**src/rtl/id_stage_sb.sv**
```systemverilog
// rtl/id_stage_sb.sv - decode stage with ID/EX output register and register/flag scoreboard
// Optional ID_WB_BYPASS_EN: same-cycle writeback data and flag resolution release stalls.
module id_stage_sb #(
  parameter int INSTR_W = 16,
  parameter int DATA_W  = 24,
  parameter int RA_W    = 4,
  parameter int CMD_W   = 4
) (
  input  logic              clk,
  input  logic              rst,
  input  logic              in_valid,
  output logic              in_ready,
  input  logic [INSTR_W-1:0] instr,
  output logic [RA_W-1:0]   src1,
  output logic [RA_W-1:0]   src2,
  input  logic [DATA_W-1:0] reg1,
  input  logic [DATA_W-1:0] reg2,
  input  logic              wb_valid,
  input  logic [RA_W-1:0]   wb_addr,
  input  logic [DATA_W-1:0] wb_data,
  input  logic              flag_valid,
  input  logic              flag_z,
  input  logic              flush,
  output logic              out_valid,
  input  logic              out_ready,
  output logic [CMD_W-1:0]  exe_cmd,
  output logic [DATA_W-1:0] val1,
  output logic [DATA_W-1:0] val2,
  output logic [RA_W-1:0]   dest,
  output logic              wb_en,
  output logic              mem_r_en,
  output logic              mem_w_en,
  output logic              is_imm,
  output logic              br_taken,
  output logic              illegal
);

  localparam int NREG = 2 ** RA_W;

  localparam logic [CMD_W-1:0] OP_NOP  = CMD_W'(0);
  localparam logic [CMD_W-1:0] OP_ADD  = CMD_W'(1);
  localparam logic [CMD_W-1:0] OP_SUB  = CMD_W'(2);
  localparam logic [CMD_W-1:0] OP_AND  = CMD_W'(3);
  localparam logic [CMD_W-1:0] OP_OR   = CMD_W'(4);
  localparam logic [CMD_W-1:0] OP_MOVI = CMD_W'(5);
  localparam logic [CMD_W-1:0] OP_MOVR = CMD_W'(6);
  localparam logic [CMD_W-1:0] OP_CMP  = CMD_W'(7);
  localparam logic [CMD_W-1:0] OP_LDR  = CMD_W'(8);
  localparam logic [CMD_W-1:0] OP_STR  = CMD_W'(9);
  localparam logic [CMD_W-1:0] OP_B    = CMD_W'(10);
  localparam logic [CMD_W-1:0] OP_BEQ  = CMD_W'(11);
  localparam logic [CMD_W-1:0] OP_BNE  = CMD_W'(12);

  typedef enum logic [1:0] {V2_ZERO, V2_REG, V2_IMM8, V2_OFF12} v2_sel_e;
  typedef enum logic [1:0] {BR_NONE, BR_ALWAYS, BR_EQ, BR_NE} br_kind_e;

  logic [CMD_W-1:0]  opcode;
  logic [RA_W-1:0]   f_rd, f_rs, f_rt;
  logic [DATA_W-1:0] imm8_sx, off12_sx;

  assign opcode   = instr[INSTR_W-1 -: CMD_W];
  assign f_rd     = instr[8 +: RA_W];
  assign f_rs     = instr[4 +: RA_W];
  assign f_rt     = instr[0 +: RA_W];
  assign imm8_sx  = {{(DATA_W-8){instr[7]}}, instr[7:0]};
  assign off12_sx = {{(DATA_W-12){instr[11]}}, instr[11:0]};

  logic     use1, use2, v1_reg;
  logic     dec_wb, dec_mr, dec_mw, dec_imm, dec_ill, is_cmp, is_bcc;
  v2_sel_e  v2_sel;
  br_kind_e br_kind;

  always_comb begin
    src1    = '0;
    src2    = '0;
    use1    = 1'b0;
    use2    = 1'b0;
    v1_reg  = 1'b0;
    v2_sel  = V2_ZERO;
    br_kind = BR_NONE;
    dec_wb  = 1'b0;
    dec_mr  = 1'b0;
    dec_mw  = 1'b0;
    dec_imm = 1'b0;
    dec_ill = 1'b0;
    is_cmp  = 1'b0;
    is_bcc  = 1'b0;
    case (opcode)
      OP_ADD, OP_SUB, OP_AND, OP_OR: begin
        src1 = f_rs; src2 = f_rt; use1 = 1'b1; use2 = 1'b1;
        v1_reg = 1'b1; v2_sel = V2_REG; dec_wb = 1'b1;
      end
      OP_MOVI: begin
        v2_sel = V2_IMM8; dec_imm = 1'b1; dec_wb = 1'b1;
      end
      OP_MOVR: begin
        src1 = f_rs; use1 = 1'b1; v1_reg = 1'b1; dec_wb = 1'b1;
      end
      OP_CMP: begin
        src1 = f_rd; src2 = f_rs; use1 = 1'b1; use2 = 1'b1;
        v1_reg = 1'b1; v2_sel = V2_REG; is_cmp = 1'b1;
      end
      OP_LDR: begin
        src1 = f_rs; use1 = 1'b1; v1_reg = 1'b1; dec_wb = 1'b1; dec_mr = 1'b1;
      end
      OP_STR: begin
        src1 = f_rs; src2 = f_rd; use1 = 1'b1; use2 = 1'b1;
        v1_reg = 1'b1; v2_sel = V2_REG; dec_mw = 1'b1;
      end
      OP_B:   begin v2_sel = V2_OFF12; br_kind = BR_ALWAYS; end
      OP_BEQ: begin v2_sel = V2_OFF12; br_kind = BR_EQ; is_bcc = 1'b1; end
      OP_BNE: begin v2_sel = V2_OFF12; br_kind = BR_NE; is_bcc = 1'b1; end
      OP_NOP: ;
      default: dec_ill = 1'b1;
    endcase
  end

  logic              out_valid_q, wb_en_q, mem_r_en_q, mem_w_en_q, is_imm_q, br_taken_q, illegal_q;
  logic [CMD_W-1:0]  exe_cmd_q;
  logic [DATA_W-1:0] val1_q, val2_q;
  logic [RA_W-1:0]   dest_q;
  logic [NREG-1:0]   pending_q, pending_d;
  logic              flag_pending_q, flag_pending_d, flag_z_q;
  logic              byp1, byp2, flag_now;

`ifdef ID_WB_BYPASS_EN
  assign byp1     = wb_valid & (wb_addr == src1) & pending_q[src1];
  assign byp2     = wb_valid & (wb_addr == src2) & pending_q[src2];
  assign flag_now = flag_valid;
`else
  logic unused_wb_data;
  assign byp1           = 1'b0;
  assign byp2           = 1'b0;
  assign flag_now       = 1'b0;
  assign unused_wb_data = ^wb_data;
`endif

  logic [DATA_W-1:0] opnd1, opnd2, val1_c, val2_c;
  logic              flag_use, br_c;

  assign opnd1    = byp1 ? wb_data : reg1;
  assign opnd2    = byp2 ? wb_data : reg2;
  assign flag_use = flag_now ? flag_z : flag_z_q;

  always_comb begin
    val1_c = v1_reg ? opnd1 : '0;
    case (v2_sel)
      V2_REG:   val2_c = opnd2;
      V2_IMM8:  val2_c = imm8_sx;
      V2_OFF12: val2_c = off12_sx;
      default:  val2_c = '0;
    endcase
    case (br_kind)
      BR_ALWAYS: br_c = 1'b1;
      BR_EQ:     br_c = flag_use;
      BR_NE:     br_c = ~flag_use;
      default:   br_c = 1'b0;
    endcase
  end

  logic src_haz, waw_haz, flag_haz, stall, accept, kill;

  assign src_haz  = (use1 & pending_q[src1] & ~byp1) | (use2 & pending_q[src2] & ~byp2);
  assign waw_haz  = dec_wb & pending_q[f_rd];
  assign flag_haz = flag_pending_q & (is_cmp | (is_bcc & ~flag_now));
  assign stall    = src_haz | waw_haz | flag_haz;
  assign in_ready = ~stall & (~out_valid_q | out_ready) & ~rst & ~flush;
  assign accept   = in_valid & in_ready;
  assign kill     = flush & out_valid_q;

  // Clears are applied before sets so a same-cycle set on the same entry wins.
  always_comb begin
    pending_d = pending_q;
    if (wb_valid) pending_d[wb_addr] = 1'b0;
    if (kill && wb_en_q) pending_d[dest_q] = 1'b0;
    if (accept && dec_wb && (f_rd != '0)) pending_d[f_rd] = 1'b1;
    flag_pending_d = flag_pending_q;
    if (flag_valid || (kill && (exe_cmd_q == OP_CMP))) flag_pending_d = 1'b0;
    if (accept && is_cmp) flag_pending_d = 1'b1;
  end

  always_ff @(posedge clk) begin
    if (rst) begin
      out_valid_q    <= 1'b0;
      exe_cmd_q      <= '0;
      val1_q         <= '0;
      val2_q         <= '0;
      dest_q         <= '0;
      wb_en_q        <= 1'b0;
      mem_r_en_q     <= 1'b0;
      mem_w_en_q     <= 1'b0;
      is_imm_q       <= 1'b0;
      br_taken_q     <= 1'b0;
      illegal_q      <= 1'b0;
      pending_q      <= '0;
      flag_pending_q <= 1'b0;
      flag_z_q       <= 1'b0;
    end else begin
      pending_q      <= pending_d;
      flag_pending_q <= flag_pending_d;
      if (flag_valid) flag_z_q <= flag_z;
      if (accept) begin
        out_valid_q <= 1'b1;
        exe_cmd_q   <= opcode;
        val1_q      <= val1_c;
        val2_q      <= val2_c;
        dest_q      <= f_rd;
        wb_en_q     <= dec_wb;
        mem_r_en_q  <= dec_mr;
        mem_w_en_q  <= dec_mw;
        is_imm_q    <= dec_imm;
        br_taken_q  <= br_c;
        illegal_q   <= dec_ill;
      end else if (flush || out_ready) begin
        out_valid_q <= 1'b0;
      end
    end
  end

  assign out_valid = out_valid_q;
  assign exe_cmd   = exe_cmd_q;
  assign val1      = val1_q;
  assign val2      = val2_q;
  assign dest      = dest_q;
  assign wb_en     = wb_en_q;
  assign mem_r_en  = mem_r_en_q;
  assign mem_w_en  = mem_w_en_q;
  assign is_imm    = is_imm_q;
  assign br_taken  = br_taken_q;
  assign illegal   = illegal_q;

endmodule

```
**config.mk**
```make
export PLATFORM = sky130hd
export DESIGN_NAME = id_stage_sb
export DESIGN_NICKNAME = d
export VERILOG_FILES = /design/src/rtl/id_stage_sb.sv
export SDC_FILE = /design/constraint.sdc
export NUM_CORES = 1
export LEC_CHECK = 0
export ABC_AREA = 0
export CAP_MARGIN = 5
export CORE_MARGIN = 5
export CORE_UTILIZATION = 50
export DETAILED_ROUTE_END_ITERATION = 10
export GPL_TIMING_DRIVEN = 0
export MAX_ROUTING_LAYER = met4
export PLACE_DENSITY = 0.87
export SYNTH_ARGS = -nofsm -noshare
export SYNTH_HDL_FRONTEND = slang
export SYNTH_SLANG_ARGS = --single-unit
```
**constraint.sdc**
```tcl
create_clock -name clk -period 5.8 [get_ports clk]
set_input_delay 1.16 -clock clk [delete_from_list [all_inputs] [get_ports clk]]
set_output_delay 1.16 -clock clk [all_outputs]
set_load 0.01 [all_outputs]
```
==> summary.log <==
qor: outcome.run_status finished clean
qor: clock_network.worst_setup_hold_path_clk_slew 90 ps
qor: pwr.leak_pwr 2.53 nW
qor: clock_network.clockBufferDepth 2
qor: finish.diodes 0
qor: floorplan.die_area 12100 µm²
qor: critical_path.critical_path.cell_chain clkdlybuf4s50_1 > buf_6 > buf_2 > mux2i_1 > a221o_1 > nor4b_1 > o221ai_1 > o221a_2 > o21ai_2 > buf_2 > nor2_1 > clkdlybuf4s50_1
qor: synthesis.synth.cells.most_frequent dfxtp_1 (81), nand2_1 (62), a31o_2 (35)
qor: finish.utilization 70.5%
qor: synthesis.postSynthNetCount 683
qor: global_routing.grt_antenna_before_repair 0
qor: clock_network.cts_hold_buf 0
qor: global_routing.grt_first_pass_wirelength 28200 µm
qor: finish.seq_area 1620 µm²
qor: clock_network.clk-insertion-delay-late 360 ps
qor: global_routing.grt_overflow 0
qor: placed_design.place_congestion 0.999
qor: finish.number_of_nets_in_the_layout 843
qor: pwr.pwr_density_cell 204 nW/µm²
qor: placed_design.place_area 6630 µm²
qor: critical_path.criticalPathCategory primary input to primary output
qor: global_routing.groute.layer.met1.usage 39.1%
qor: finish.syn2layout_area_growth 37.5%
qor: synthesis.post_synth_inst_count 583
qor: finish.post_route_cells_drive_above_1_share 15.4%
qor: finish.multi_input_comb_area 3060 µm²
qor: floorplan.die-height 110 µm
qor: clock_network.root_buffer clkbuf_8
qor: min_path.hp-class flop to flop
qor: detailed_routing.wl 18100 µm
qor: synthesis.cell_type_contributing_the_most_total_cell_area_after_synthesis dfxtp_1
qor: clock_network.cts.htree.levels 3
qor: floorplan.ios 172
qor: sta.tightestPinTransition 743 ps
qor: critical_path.sum_of_buffers_and_inverters_on_the_critical_path 5
qor: synthesis.post-synth-top-count-cell dfxtp_1
qor: synthesis.syn_area_per_cell 8.59 µm²
qor: critical_path.crit_path_end_kind primary output
qor: detailed_routing.antenna_violating_nets_post_route 0
qor: detailed_routing.post_drt_wl_per_cell 20.6 µm
qor: sta.hold_viol_final 0
qor: critical_path.crit_slowest_cell clkdlybuf4s50_1
qor: clock_network.clock_sink_count 81
qor: clock_network.cts_tree done
qor: sta.headroom_to_the_max_slew_limit 49.9%
qor: synthesis.synth_seq_area_share 32.4%
qor: synthesis.mappedNetlistArea 5010 µm²
qor: sta.period_needed 5720 ps
qor: synthesis.synth_cell_types 83
qor: detailed_routing.drc 0
qor: job.max-cap-violations 0
qor: global_routing.grt_use_met2 48.5%
qor: pwr.fin_total_pwr 0.00140 W
qor: floorplan.cell_rows 36
qor: detailed_routing.violation_count_after_the_first_detailed_route_iteration 393
qor: critical_path.arrival 4560 ps
qor: synthesis.postSynthRegisterBits 81
qor: critical_path.cpLargestDelayFamily buffers and inverters
qor: sta.timing.final.crit_share 98.6%
qor: sta.whs 485 ps
qor: floorplan.starting_utilization_of_the_core_area 51.3%
qor: synthesis.synth.top_cell.area_share 32.4%
qor: detailed_routing.via_per_inst 6.32
qor: finish.postLayoutCellArea 6890 µm²
qor: sta.max_freq 175 MHz
qor: floorplan.design.core.area 9770 µm²
qor: sta.setup_viol_count_final 0
qor: synthesis.asyncSetResetFlopFracSynth 0%
qor: pwr.worst_ir_drop_vdd 0.000137 V
qor: floorplan.dieWidth 110 µm
qor: global_routing.via_count_of_the_first_global_routing_pass 5455
qor: detailed_routing.route.vias.total 5570
qor: global_routing.globalRoute.busiestLayer met2
qor: synthesis.synth-edff-count 0
qor: sta.timing.setup.tns 0 ps
qor: critical_path.worst_stage_delay_on_the_critical_path 530 ps
qor: clock_network.cts_buffers 9
qor: sta.timing.clock.skew 8.90 ps
qor: sta.final_max_slew_viol_count 0
qor: critical_path.critical_path_required 4640 ps
qor: detailed_routing.number_of_detailed_route_iterations_in_the_first_pass 5
qor: global_routing.maximum_number_of_pins_on_one_net_before_global_route_repair 17
qor: global_routing.track_usage 30.6%
qor: critical_path.critical_path_peak_fanout 10
qor: critical_path.worst_setup_path_start_kind primary input
qor: synthesis.yosys_warnings 0
qor: finish.fillCellCount 772
qor: global_routing.grt_use_met3 5.01%
qor: synthesis.netlist_top_cells_area dfxtp_1 (32%), a31o_2 (6.1%), nand2_1 (4.6%)
qor: placed_design.place.port_buffers 145
qor: synthesis.synthFlopType dfxtp_1
qor: placed_design.post-dp-hpwl 13900 µm
-- kinds of logic after synthesis --
kind of cell / Yosys count / share of synthesized area (%)
AOI/OAI and AO/OA: 179 / 27.9
xor gates and xnor gates: 2 / 0.350
buffers and inverters: 71 / 6.87
DFF: 81 / 32.4
muxes: 31 / 7.72
and+or+nand+nor: 219 / 24.8
-- repair_timing --
item | 4_1_cts | 5_1_grt
buffers inserted | 0 | 4
pin swaps | 0 | 2
gates resized for setup | 4 | 3
endpoints found under the setup margin | 1 | 1
-- per-layer routing --
layer  vias up  share of wire [%]  routed length [µm]
met5         -                  0                   0
met4         0                3.3                 604
met3        49                9.1                1650
met2       316                 46                8410
met1      2636                 41                7480
li1       2569                  -                   -
-- worst register-to-register path: stages (launching register included) --
cell and delay, ps:
dfxtp_1 370, mux4_2 480, a22oi_1 200, a31oi_1 160
a211oi_2 350, o221a_2 290, o21ai_2 130, buf_4 190
nor3_4 470, mux2_1 370
-- final timing paths --
path	startpoint	endpoint	slack [ps]	cells past startpoint
worst max-delay path	instr[13]	in_ready	80	12
worst min-delay path	br_taken	br_taken	490	2
worst max register to register	pending_q[7]	mem_r_en	2680	9
worst min register to register	br_taken	br_taken	490	2
-- cell usage in the layout, fill, tap and decap left out, drive strengths merged, types with 21 or more instances in the layout --
master / netlist / routed
clkdlybuf4s50: 0 / 145
a21oi: 27 / 27
mux2: 21 / 21
clkbuf: 25 / 36
nor4: 32 / 32
nand2: 62 / 62
dfxtp: 81 / 81
nor2b: 31 / 31
a31o: 36 / 36
buf: 28 / 30
-- stage by stage --
stage	setup WS [ps]	std cells
2_1_floorplan	1460	583
6_report	81.0	881
5_1_grt	-3.78	881
4_1_cts	40.4	877
3_3_place_gp	-309	861
3_5_place_dp	-277	861
-- cell type report --
type	instances	area share, %
multi-input cells	431	44.5
flip-flops and latches	81	23.5
repair buffers	149	21.5
plain buffers	53	4.09
well taps	133	2.42
clock buffers	9	1.80
clock inverters	7	1.20
inverters	18	0.981
-- state kept, by name, indices dropped and copies added (netlist names), 4 cells and up --
name	count
pending_q	16
val2	24
exe_cmd	4
dest	4
val1	24
-- power breakdown --
part / internal (W) / switching, W / total, W
Combinational: 0.000170 / 0.000196 / 0.000366
Clock: 0.000207 / 0.000238 / 0.000445
Sequential: 0.000577 / 0.0000144 / 0.000592
Total: 0.000954 / 0.000449 / 0.00140
No activity file was read; power rests on OpenSTA's default activity.
